### config.mk
export PLATFORM = sky130hd
export DESIGN_NAME = multi_debounce
export DESIGN_NICKNAME = d
export VERILOG_FILES = /design/src/rtl/debounce_pkg.sv /design/src/rtl/debounce_channel.sv /design/src/rtl/multi_debounce.sv
export SDC_FILE = /design/constraint.sdc
export NUM_CORES = 1
export LEC_CHECK = 0
export ABC_CLOCK_PERIOD_IN_PS = 3800
export CAP_MARGIN = 25
export CORE_MARGIN = 2
export CORE_UTILIZATION = 39
export CTS_CLUSTER_SIZE = 40
export DETAILED_ROUTE_END_ITERATION = 10
export HOLD_SLACK_MARGIN = 0.08
export SLEW_MARGIN = 10
export SYNTH_ARGS = -nofsm -noshare
export SYNTH_HDL_FRONTEND = slang
export SYNTH_SLANG_ARGS = --single-unit
### constraint.sdc
create_clock -name clk_50M -period 3.8 [get_ports clk_50M]
set_clock_uncertainty 0.15 [all_clocks]
set_input_delay 0.76 -clock clk_50M [delete_from_list [all_inputs] [get_ports clk_50M]]
set_output_delay 0.76 -clock clk_50M [all_outputs]
set_load 0.05 [all_outputs]
### src/rtl/debounce_pkg.sv
// Shared constants and width helper for the multi-channel debouncer.
// Long-press logic is controlled by the DEBOUNCE_LONGPRESS_EN macro in debounce_channel.
package debounce_pkg;

    localparam int TICK_DIV_1MS_50M     = 50000;
    localparam int STABLE_TICKS_DEFAULT = 20;
    localparam int LONG_TICKS_DEFAULT   = 1000;

    // Width needed to hold the values 0..n-1. The result is never less than
    // one bit, so degenerate parameters still give legal vectors.
    function automatic int cnt_width(input int n);
        return (n <= 1) ? 1 : $clog2(n);
    endfunction

endpackage

### src/rtl/debounce_channel.sv
// One debouncer lane: synchroniser, stability counter, rise/fall pulses and,
// when DEBOUNCE_LONGPRESS_EN is defined, a one-shot long-press detector.
module debounce_channel
    import debounce_pkg::*;
#(
    parameter int SYNC_STAGES  = 2,
    parameter int STABLE_TICKS = STABLE_TICKS_DEFAULT,
    parameter int LONG_TICKS   = LONG_TICKS_DEFAULT
) (
    input  logic clk_50M,
    input  logic reset_n,
    input  logic tick,
    input  logic inp,
    output logic outp,
    output logic rise,
    output logic fall,
    output logic hold
);

    localparam int CW = cnt_width(STABLE_TICKS);

    if (SYNC_STAGES < 2 || STABLE_TICKS < 1 || LONG_TICKS < 1) begin : g_bad_params
        $error("debounce_channel: illegal parameter value");
    end

    logic [SYNC_STAGES-1:0] sync_q, sync_d;
    logic [CW-1:0]          cnt_q, cnt_d;
    logic                   outp_q, outp_d;
    logic                   rise_q, rise_d;
    logic                   fall_q, fall_d;
    logic                   s;

    assign s = sync_q[SYNC_STAGES-1];

    always_comb begin
        sync_d = {sync_q[SYNC_STAGES-2:0], inp};
        cnt_d  = cnt_q;
        outp_d = outp_q;
        rise_d = 1'b0;
        fall_d = 1'b0;
        // Agreement on any cycle restarts the count, so short glitches of
        // either polarity never accumulate.
        if (s == outp_q) begin
            cnt_d = '0;
        end else if (tick) begin
            if (cnt_q == CW'(STABLE_TICKS - 1)) begin
                outp_d = s;
                cnt_d  = '0;
                rise_d = s;
                fall_d = ~s;
            end else begin
                cnt_d = cnt_q + CW'(1);
            end
        end
    end

    always_ff @(posedge clk_50M or negedge reset_n) begin
        if (!reset_n) begin
            sync_q <= '0;
            cnt_q  <= '0;
            outp_q <= 1'b0;
            rise_q <= 1'b0;
            fall_q <= 1'b0;
        end else begin
            sync_q <= sync_d;
            cnt_q  <= cnt_d;
            outp_q <= outp_d;
            rise_q <= rise_d;
            fall_q <= fall_d;
        end
    end

    assign outp = outp_q;
    assign rise = rise_q;
    assign fall = fall_q;

`ifdef DEBOUNCE_LONGPRESS_EN
    localparam int LW = cnt_width(LONG_TICKS + 1);

    logic [LW-1:0] lcnt_q, lcnt_d;
    logic          hold_q, hold_d;

    // lcnt saturates at LONG_TICKS so a held button fires exactly once.
    always_comb begin
        lcnt_d = lcnt_q;
        hold_d = 1'b0;
        if (!outp_q) begin
            lcnt_d = '0;
        end else if (tick && (lcnt_q != LW'(LONG_TICKS))) begin
            lcnt_d = lcnt_q + LW'(1);
            hold_d = (lcnt_q == LW'(LONG_TICKS - 1));
        end
    end

    always_ff @(posedge clk_50M or negedge reset_n) begin
        if (!reset_n) begin
            lcnt_q <= '0;
            hold_q <= 1'b0;
        end else begin
            lcnt_q <= lcnt_d;
            hold_q <= hold_d;
        end
    end

    assign hold = hold_q;
`else
    assign hold = 1'b0;
`endif

endmodule

### src/rtl/multi_debounce.sv
// Multi-channel debouncer top: one free-running sample-tick prescaler shared by
// an array of debounce_channel lanes. Long-press needs DEBOUNCE_LONGPRESS_EN.
module multi_debounce
    import debounce_pkg::*;
#(
    parameter int CHANNELS     = 4,
    parameter int SYNC_STAGES  = 2,
    parameter int TICK_DIV     = TICK_DIV_1MS_50M,
    parameter int STABLE_TICKS = STABLE_TICKS_DEFAULT,
    parameter int LONG_TICKS   = LONG_TICKS_DEFAULT
) (
    input  logic                clk_50M,
    input  logic                reset_n,
    input  logic [CHANNELS-1:0] inp,
    output logic [CHANNELS-1:0] outp,
    output logic [CHANNELS-1:0] rise,
    output logic [CHANNELS-1:0] fall,
    output logic [CHANNELS-1:0] hold
);

    localparam int PW = cnt_width(TICK_DIV);

    logic [PW-1:0] presc_q, presc_d;
    logic          tick;

    // With TICK_DIV == 1 the count sits at 0 and tick is permanently high.
    always_comb begin
        tick    = (presc_q == PW'(TICK_DIV - 1));
        presc_d = tick ? '0 : presc_q + PW'(1);
    end

    always_ff @(posedge clk_50M or negedge reset_n) begin
        if (!reset_n) begin
            presc_q <= '0;
        end else begin
            presc_q <= presc_d;
        end
    end

    for (genvar gi = 0; gi < CHANNELS; gi++) begin : g_chan
        debounce_channel #(
            .SYNC_STAGES  (SYNC_STAGES),
            .STABLE_TICKS (STABLE_TICKS),
            .LONG_TICKS   (LONG_TICKS)
        ) u_chan (
            .clk_50M (clk_50M),
            .reset_n (reset_n),
            .tick    (tick),
            .inp     (inp[gi]),
            .outp    (outp[gi]),
            .rise    (rise[gi]),
            .fall    (fall[gi]),
            .hold    (hold[gi])
        );
    end

endmodule

======== Word-level counts from Yosys, hierarchy flattened ========
Index checks and enable logic that the tools add are counted.
word-level totals
  register bits ........................... 56
  output and inout port bits .............. 16
operators by class
  equality and inequality tests ........... 9
  add/sub/neg operators ................... 5
  bitwise operators ....................... 8
  mux-type cells .......................... 37
  reduce and logical (&&, ||, !) cells .... 8
operator list
  kind                     number
  $mux W5                  12
  $mux W1                  24
  $add A5 B1 Y5 const B    4
  $eq A5 B5 Y1 const B     4
  $add A16 B1 Y16 const B  1
  $eq A16 B16 Y1 const B   1
  $mux W16                 1
  $reduce_and A3 Y1        4
  $not A1 Y1               8
  $reduce_bool A2 Y1       4
  $eq A1 B1 Y1             4

======== Depth between registers and ports, before layout ========
  depth in word-level cells ............... 4
  mapped depth ............................ 7

======== Modules after synthesis ========
A second synthesis with hierarchy kept.
unflattened totals
  cell total of the unflattened synthesis .. 215
  area, all modules ....................... 2578.7 sq um
by module, submodules not included
  module            sequential area each (sq um)  area an instance (sq um)  cells an instance  instances
  debounce_channel  250.2                         454.2                     37                 4
  multi_debounce    400.4                         762.0                     67                 1

======== Worst setup path after synthesis ========
Ideal clock, no wire load.
  kind .................................... reg-to-reg
  from .................................... reg presc_q[0]
  to ...................................... reg g_chan[1].u_chan.outp_q
  cell stages (with the launch flop) ...... 7
  period minus slack after synthesis ...... 1.865 ns
  setup slack ............................. 1.935 ns
  arrival time ............................ 1.590 ns
  cells stage by stage .................... dfrtp_1 ha_1 and3_1 and4_1 buf_2 nand2_1 mux2_2
on the way
  longest elaborated chain between the ends .. 2
RTL lines
  what                         line                    RTL
  start: declaration           multi_debounce.sv:23    logic [PW-1:0] presc_q, presc_d;
  start signal: assignment     multi_debounce.sv:36    presc_q <= presc_d;
  $eq A16 B16 Y1               multi_debounce.sv:28    tick = (presc_q == PW'(TICK_DIV - 1));
  $reduce_and A3 Y1 (no line)  -
  end signal: assignment       debounce_channel.sv:67  outp_q <= outp_d;
  end: declaration             debounce_channel.sv:28  logic outp_q, outp_d;
No other way between the ends.
A chain may end at the register's enable or synchronous reset.

======== Worst setup path in the final report ========
  from .................................... reg g_chan[2].u_chan.outp_q
  to ...................................... out outp[2]
RTL lines
  what                      line                    RTL
  start: declaration        debounce_channel.sv:28
  start signal: assignment  debounce_channel.sv:67
  end: declaration          multi_debounce.sv:15    output logic [CHANNELS-1:0] outp,
No word-level cell between the ends.

==> impl_metrics.json <==
{
  "root_buffer": "clkbuf_8",
  "rsz0062_at_grt": "no",
  "fin_nets": 266,
  "core_um2": 6420,
  "critPathTopFamily": "buffers and inverters",
  "power_frac_comb_pct": 3.2,
  "synth_common_cells": "dfrtp_1 (56), nand2_1 (23), a21oi_1 (20), nand3_1 (18), buf_4 (16)",
  "fin_setup_tns_ps": 0,
  "grt_max_degree": 29,
  "syn_avg_cell_area_um2": 10.7,
  "antennaDiodeCount": 0,
  "place_inst": 325,
  "total_power_uw": 1030,
  "io_buffers": 17,
  "p_clk_share_pct": 38.3,
  "slowest_stage": "clkdlybuf4s50_1",
  "leakagePower_uw": 0.00125,
  "viasPerCell": 5.30,
  "fmax_mhz": 405,
  "cts_buffer_depth": 2,
  "hold_class": "reg -> reg",
  "pin_count": 22,
  "grt_pass1_wl_um": 7800,
  "crit_path_start_kind": "flip-flop",
  "timing.critical_path.cells": "clkdlybuf4s50_1",
  "synth_top_flop_cell": "dfrtp_1",
  "cts_max_level": 2,
  "status": "finished, final reports clean",
  "synth_top_area_share_pct": 53.4,
  "dr.pass1.iters": 4,
  "synthArstFlopShare_pct": 100,
  "finish.instance_area_um2": 2890,
  "worstPathRequired_ps": 2890,
  "hold_viol_final": 0,
  "areaGrowthSynthToFinish_pct": 10.3,
  "syn_inst": 246,
  "finalCriticalPeriod_ps": 2470,
  "setup_viol": 0,
  "p_int_uw": 808,
  "initial_utilization_pct": 40.9,
  "die-area_um2": 7400,
  "cp_max_fo": 5,
  "ys_ff_latch": 56,
  "drcViolationCount": 0,
  "worst_slew_pin_slew_ps": 574,
  "switching_power_uw": 222,
  "place.gp.congestion": 0.756,
  "swShare_pct": 21.6,
  "fillers": 605,
  "grt_overflow_total": 0,
  "ant_nets": 0,
  "drive_above_1_share_pct": 7.03,
  "crit_buf_inv": 1,
  "clock_latency_ps": 310,
  "cts_sinks": 56,
  "netlist_area_um2": 2620,
  "vias": 1765,
  "antenna_found_initial": 0,
  "fp-row-count": 29,
  "ys_warn_count": 0,
  "dpl-instance-area_um2": 2780,
  "dieWidth_um": 86.0,
  "worstPathArrival_ps": 1560,
  "cts_setup_buffers": 0,
  "synth_top_cell_by_area": "dfrtp_1",
  "yosysMostFrequentCell": "dfrtp_1",
  "max-vdd-ir-drop_v": 0.000190,
  "ys_seq_area_share_pct": 53.4,
  "post_cts_resized": 0,
  "endpoint_kind": "output port",
  "hpwlAfterDp_um": 2930,
  "drt_iter0_markers": 88,
  "instances_no_fill": 333,
  "max_stage_delay_ps": 830,
  "synth_area_leaders": "dfrtp_1 (53%), buf_4 (4.6%), a21oi_1 (3.8%)",
  "power_density_nw_per_um2": 356,
  "die_h_um": 86.0,
  "holdBufCountCts": 0,
  "drt_wl_total_um": 4370,
  "slew_viol_final": 0,
  "cts_tree": "built",
  "slew_headroom_pct": 61.7,
  "cap_violations": 0,
  "clk_pin_slew_ps": 100,
  "synth_edf_count": 0,
  "synth.distinct_cells": 33,
  "grt_util_all_layers_pct": 13.3,
  "p_seq_share_pct": 58.4,
  "grt_pass1_vias": 1669,
  "path_class": "reg -> out",
  "wire_per_inst_um": 13.1,
  "cts_buffers": 5,
  "finalCritPeriodShare_pct": 65.0
}
## path summary, 6_finish.rpt
path                                                 start  depth (start not counted)  slack, ps                          to
worst max-delay path                 g_chan[2].u_chan.outp                          1       1330                     outp[2]
worst min-delay path            g_chan[1].u_chan.sync_q[0]                          0        210  g_chan[1].u_chan.sync_q[1]
worst max register to register                  presc_q[0]                          5       1460       g_chan[0].u_chan.outp
worst min register to register  g_chan[1].u_chan.sync_q[0]                          0        210  g_chan[1].u_chan.sync_q[1]
max in group asynchronous                          reset_n                          2       2750   g_chan[0].u_chan.cnt_q[3]
min in group asynchronous                          reset_n                          1        250                 presc_q[14]
## final cells by class
| cell class | count | area [um2] | share of cell area, % |
|---|---|---|---|
| Multi-Input combinational cell | 169 | 1070 | 37.1 |
| Timing Repair Buffer | 20 | 200 | 6.92 |
| Clock inverter | 2 | 38.8 | 1.34 |
| Clock buffer | 6 | 72.6 | 2.51 |
| Sequential cell | 56 | 1400 | 48.4 |
| Tap cell | 77 | 96.3 | 3.33 |
| Inverter | 3 | 11.3 | 0.389 |
## flip-flops by register name, indices dropped and copies added, names as in the netlist
register and flops:
g_chan.u_chan.sync_q 8, g_chan.u_chan.outp 4, g_chan.u_chan.cnt_q 20, g_chan.u_chan.fall 4
presc_q 16, g_chan.u_chan.rise 4
## cell usage in the layout (no fill, tap or decap), types with 8 or more instances in the layout
cell type	count
or3_1	11
nor2_1	13
clkdlybuf4s50_1	16
xnor2_1	11
nand2_1	23
nand3_1	18
a21oi_1	20
nor3b_1	8
dfrtp_1	56
nand4_1	8
## cell families after synthesis
group,after synthesis,share of synthesized area (%)
other cells,1,0.143
fa+ha+maj,5,2.38
compound gates,27,5.39
flops,56,53.4
buf+inv,24,6.10
mux,9,3.62
simple gates,108,23.6
xor+xnor,16,5.34
## routing by layer
layer,part of all wire (%),wire length [um],global-route usage [%],up-vias
li1,-,-,-,873
met1,50,2170,18.1,861
met2,45,1960,20.1,23
met3,3.8,164,3.27,8
met4,1.7,73,6.06,0
met5,0,0,0,-
## through the flow
step	hold WS, ps	worst slack, ps	utilization (%)
after floorplan	181	1940	-
after global placement	182	1450	43.0
after detailed placement	185	1440	43.3
after CTS	209	1310	45.1
after global routing	215	1240	45.1
final	206	1330	45.1
## power groups by stage
stage                     logic, uW  clock network, uW  registers [uW]
after global routing           37.8                427             603
after floorplan                15.9                  0             614
after detailed placement       34.5                  0             614
after CTS                      34.5                411             603
after global placement         32.3                  0             614
final                          33.2                395             602
(Power assumes the default switching activity.)
==> RTL edit (config.mk and constraints unchanged) <==
Change the parameter `CHANNELS` from 4 to 8.
--- a/src/rtl/multi_debounce.sv
+++ b/src/rtl/multi_debounce.sv
@@ -3,7 +3,7 @@
 module multi_debounce
     import debounce_pkg::*;
 #(
-    parameter int CHANNELS     = 4,
+    parameter int CHANNELS     = 8,
     parameter int SYNC_STAGES  = 2,
     parameter int TICK_DIV     = TICK_DIV_1MS_50M,
     parameter int STABLE_TICKS = STABLE_TICKS_DEFAULT,
Ports: changed (5 resized); port bits go from 22 to 42. The function was not compared with the original's and may differ.
==> RTL edit against the unedited design <==
Critical path depth up 4. Count of clock-buffer cells in the layout grew 7. Synthesized cell count grew 76%. Wire length grew 88%. Maximum frequency decreased by 15%. Total power is 95% higher. Global-route usage increased by 0.73 points. Design area rose by 79%. Non-clock buffer count rose by 17. Synthesized area is 75% higher. Sequential power increased by 73%. Setup slack worse by 0.45 ns. Sequential cell count rose by 40. Critical path type is now flip-flop to flip-flop.
==> RTL edit: results (changes against the unedited design) <==
Clock tree
  – Latest clock arrival within the worst-skew pair: 0.34 ns (+0.03 ns)
  – Clock buffer count from CTS: 9 (+4)
  – H-tree levels: 3 (+1)

Critical path
  – Worst Path Arrival: 3.03 ns (+1.47 ns)
  – CP Max Fanout: 22 (+17)
  – Setup crit end: g_chan[6].u_chan.cnt_q[0]
  – Kind of critical path: flip-flop to flip-flop
  – Biggest cell delay along the critical path: 0.86 ns (+0.03 ns)
  – Top Family by Delay on Critical Path: simple AND/OR/NAND/NOR gates

Finish
  – Share of cells above drive strength 1: 8.19% (+1.2 points)
  – Clock buffer cells: 13 (+7)
  – Final Cell Area: 5190 um2 (+79%)
  – Reg area: 2400 um2 (+71%)
  – Clock-cell share: 5.78% (+1.9 points)
  – Repair and plain buffers: 37 (+85%)
  – Seq_cells: 96 (+71%)
  – Multi-input combinational cell count: 296 (+75%)
  – Number of fill cells: 1054 (+74%)

Placed design
  – PortBufs: 33 (+16)
  – Placed cell count: 579 (+78%)
  – Post-Place Cell Area: 4890 um2 (+76%)
  – Detailed placement HPWL: 5350 um (+82%)

Drt
  – Met3 WL: 390 um (+140%)
  – Drt via density: 5.30 (about the same)
  – Final wirelength: 8230 um (+88%)
  – DR WL met2: 3800 um (+94%)
  – M1 WL: 3900 um (+79%)
  – Wirelength per Cell: 13.8 um (+5.4%)

Pwr
  – Switching power: 0.000419 W (+88%)
  – Leak: 2.18 nW (+74%)
  – Comb. pwr: 0.0000640 W (+93%)
  – Register share of total power: 51.6% (-6.8 points)
  – Switch share: 20.8% (-0.75 points)

Global routing
  – Met3 GRT Util: 4.81% (+1.5 points)
  – GRT met2 Usage: 21.4% (+1.3 points)
  – First-pass GRT wire length: 14400 um (+84%)
  – Gr usage total: 14.0% (+0.73 points)
  – Vias in the first global route: 3067 (+84%)
  – Met1 usage: 18.7% (+0.63 points)
  – Largest net degree at the start of global routing: 97 (+230%)

Timing
  – Worst slew pin tran: 0.842 ns (+0.268 ns)

Yosys
  – Ranking of synthesized cells by area: dfrtp_1 52%, buf_4 5.2%, nand2_1 4.1%
  – Commonest cells in the synthesized netlist: 96 x dfrtp_1, 50 x nand2_1, 32 x a21oi_1, 32 x buf_4, 23 x nor3_1

Worst hold path
  – Worst hold path endpoint: g_chan[0].u_chan.sync_q[1]

Outcome
  – Status: finished clean

Floorplan
  – Die area: 12700 um2 (+71%)
-- RTL edit: cell types whose count changed after synthesis, moves of 7 or more --
| cell | before | now |
|---|---|---|
| nand2b_1 | 0 | 14 |
| a31o_2 | 0 | 7 |
| buf_4 | 16 | 32 |
| nor3_1 | 5 | 23 |
| a311oi_1 | 0 | 7 |
| nor3b_1 | 8 | 16 |
| a311o_1 | 0 | 7 |
| nand2_1 | 23 | 50 |
| dfrtp_1 | 56 | 96 |
| a21oi_1 | 20 | 32 |
| xor2_1 | 5 | 15 |
-- RTL edit: logic make-up (layout without fill, tap and decap cells) --
| family | after synthesis | after routing | synth area share, % |
|---|---|---|---|
| simple gates | 177 | 177 | 21.4 |
| mux | 12 | 12 | 2.86 |
| fa+ha+maj | 9 | 9 | 2.45 |
| flops | 96 | 96 | 52.2 |
| buf+inv | 49 | 60 | 7.02 |
| compound gates | 65 | 65 | 9.17 |
| xor+xnor | 25 | 25 | 4.76 |
| other cells | 1 | 8 | 0.0816 |
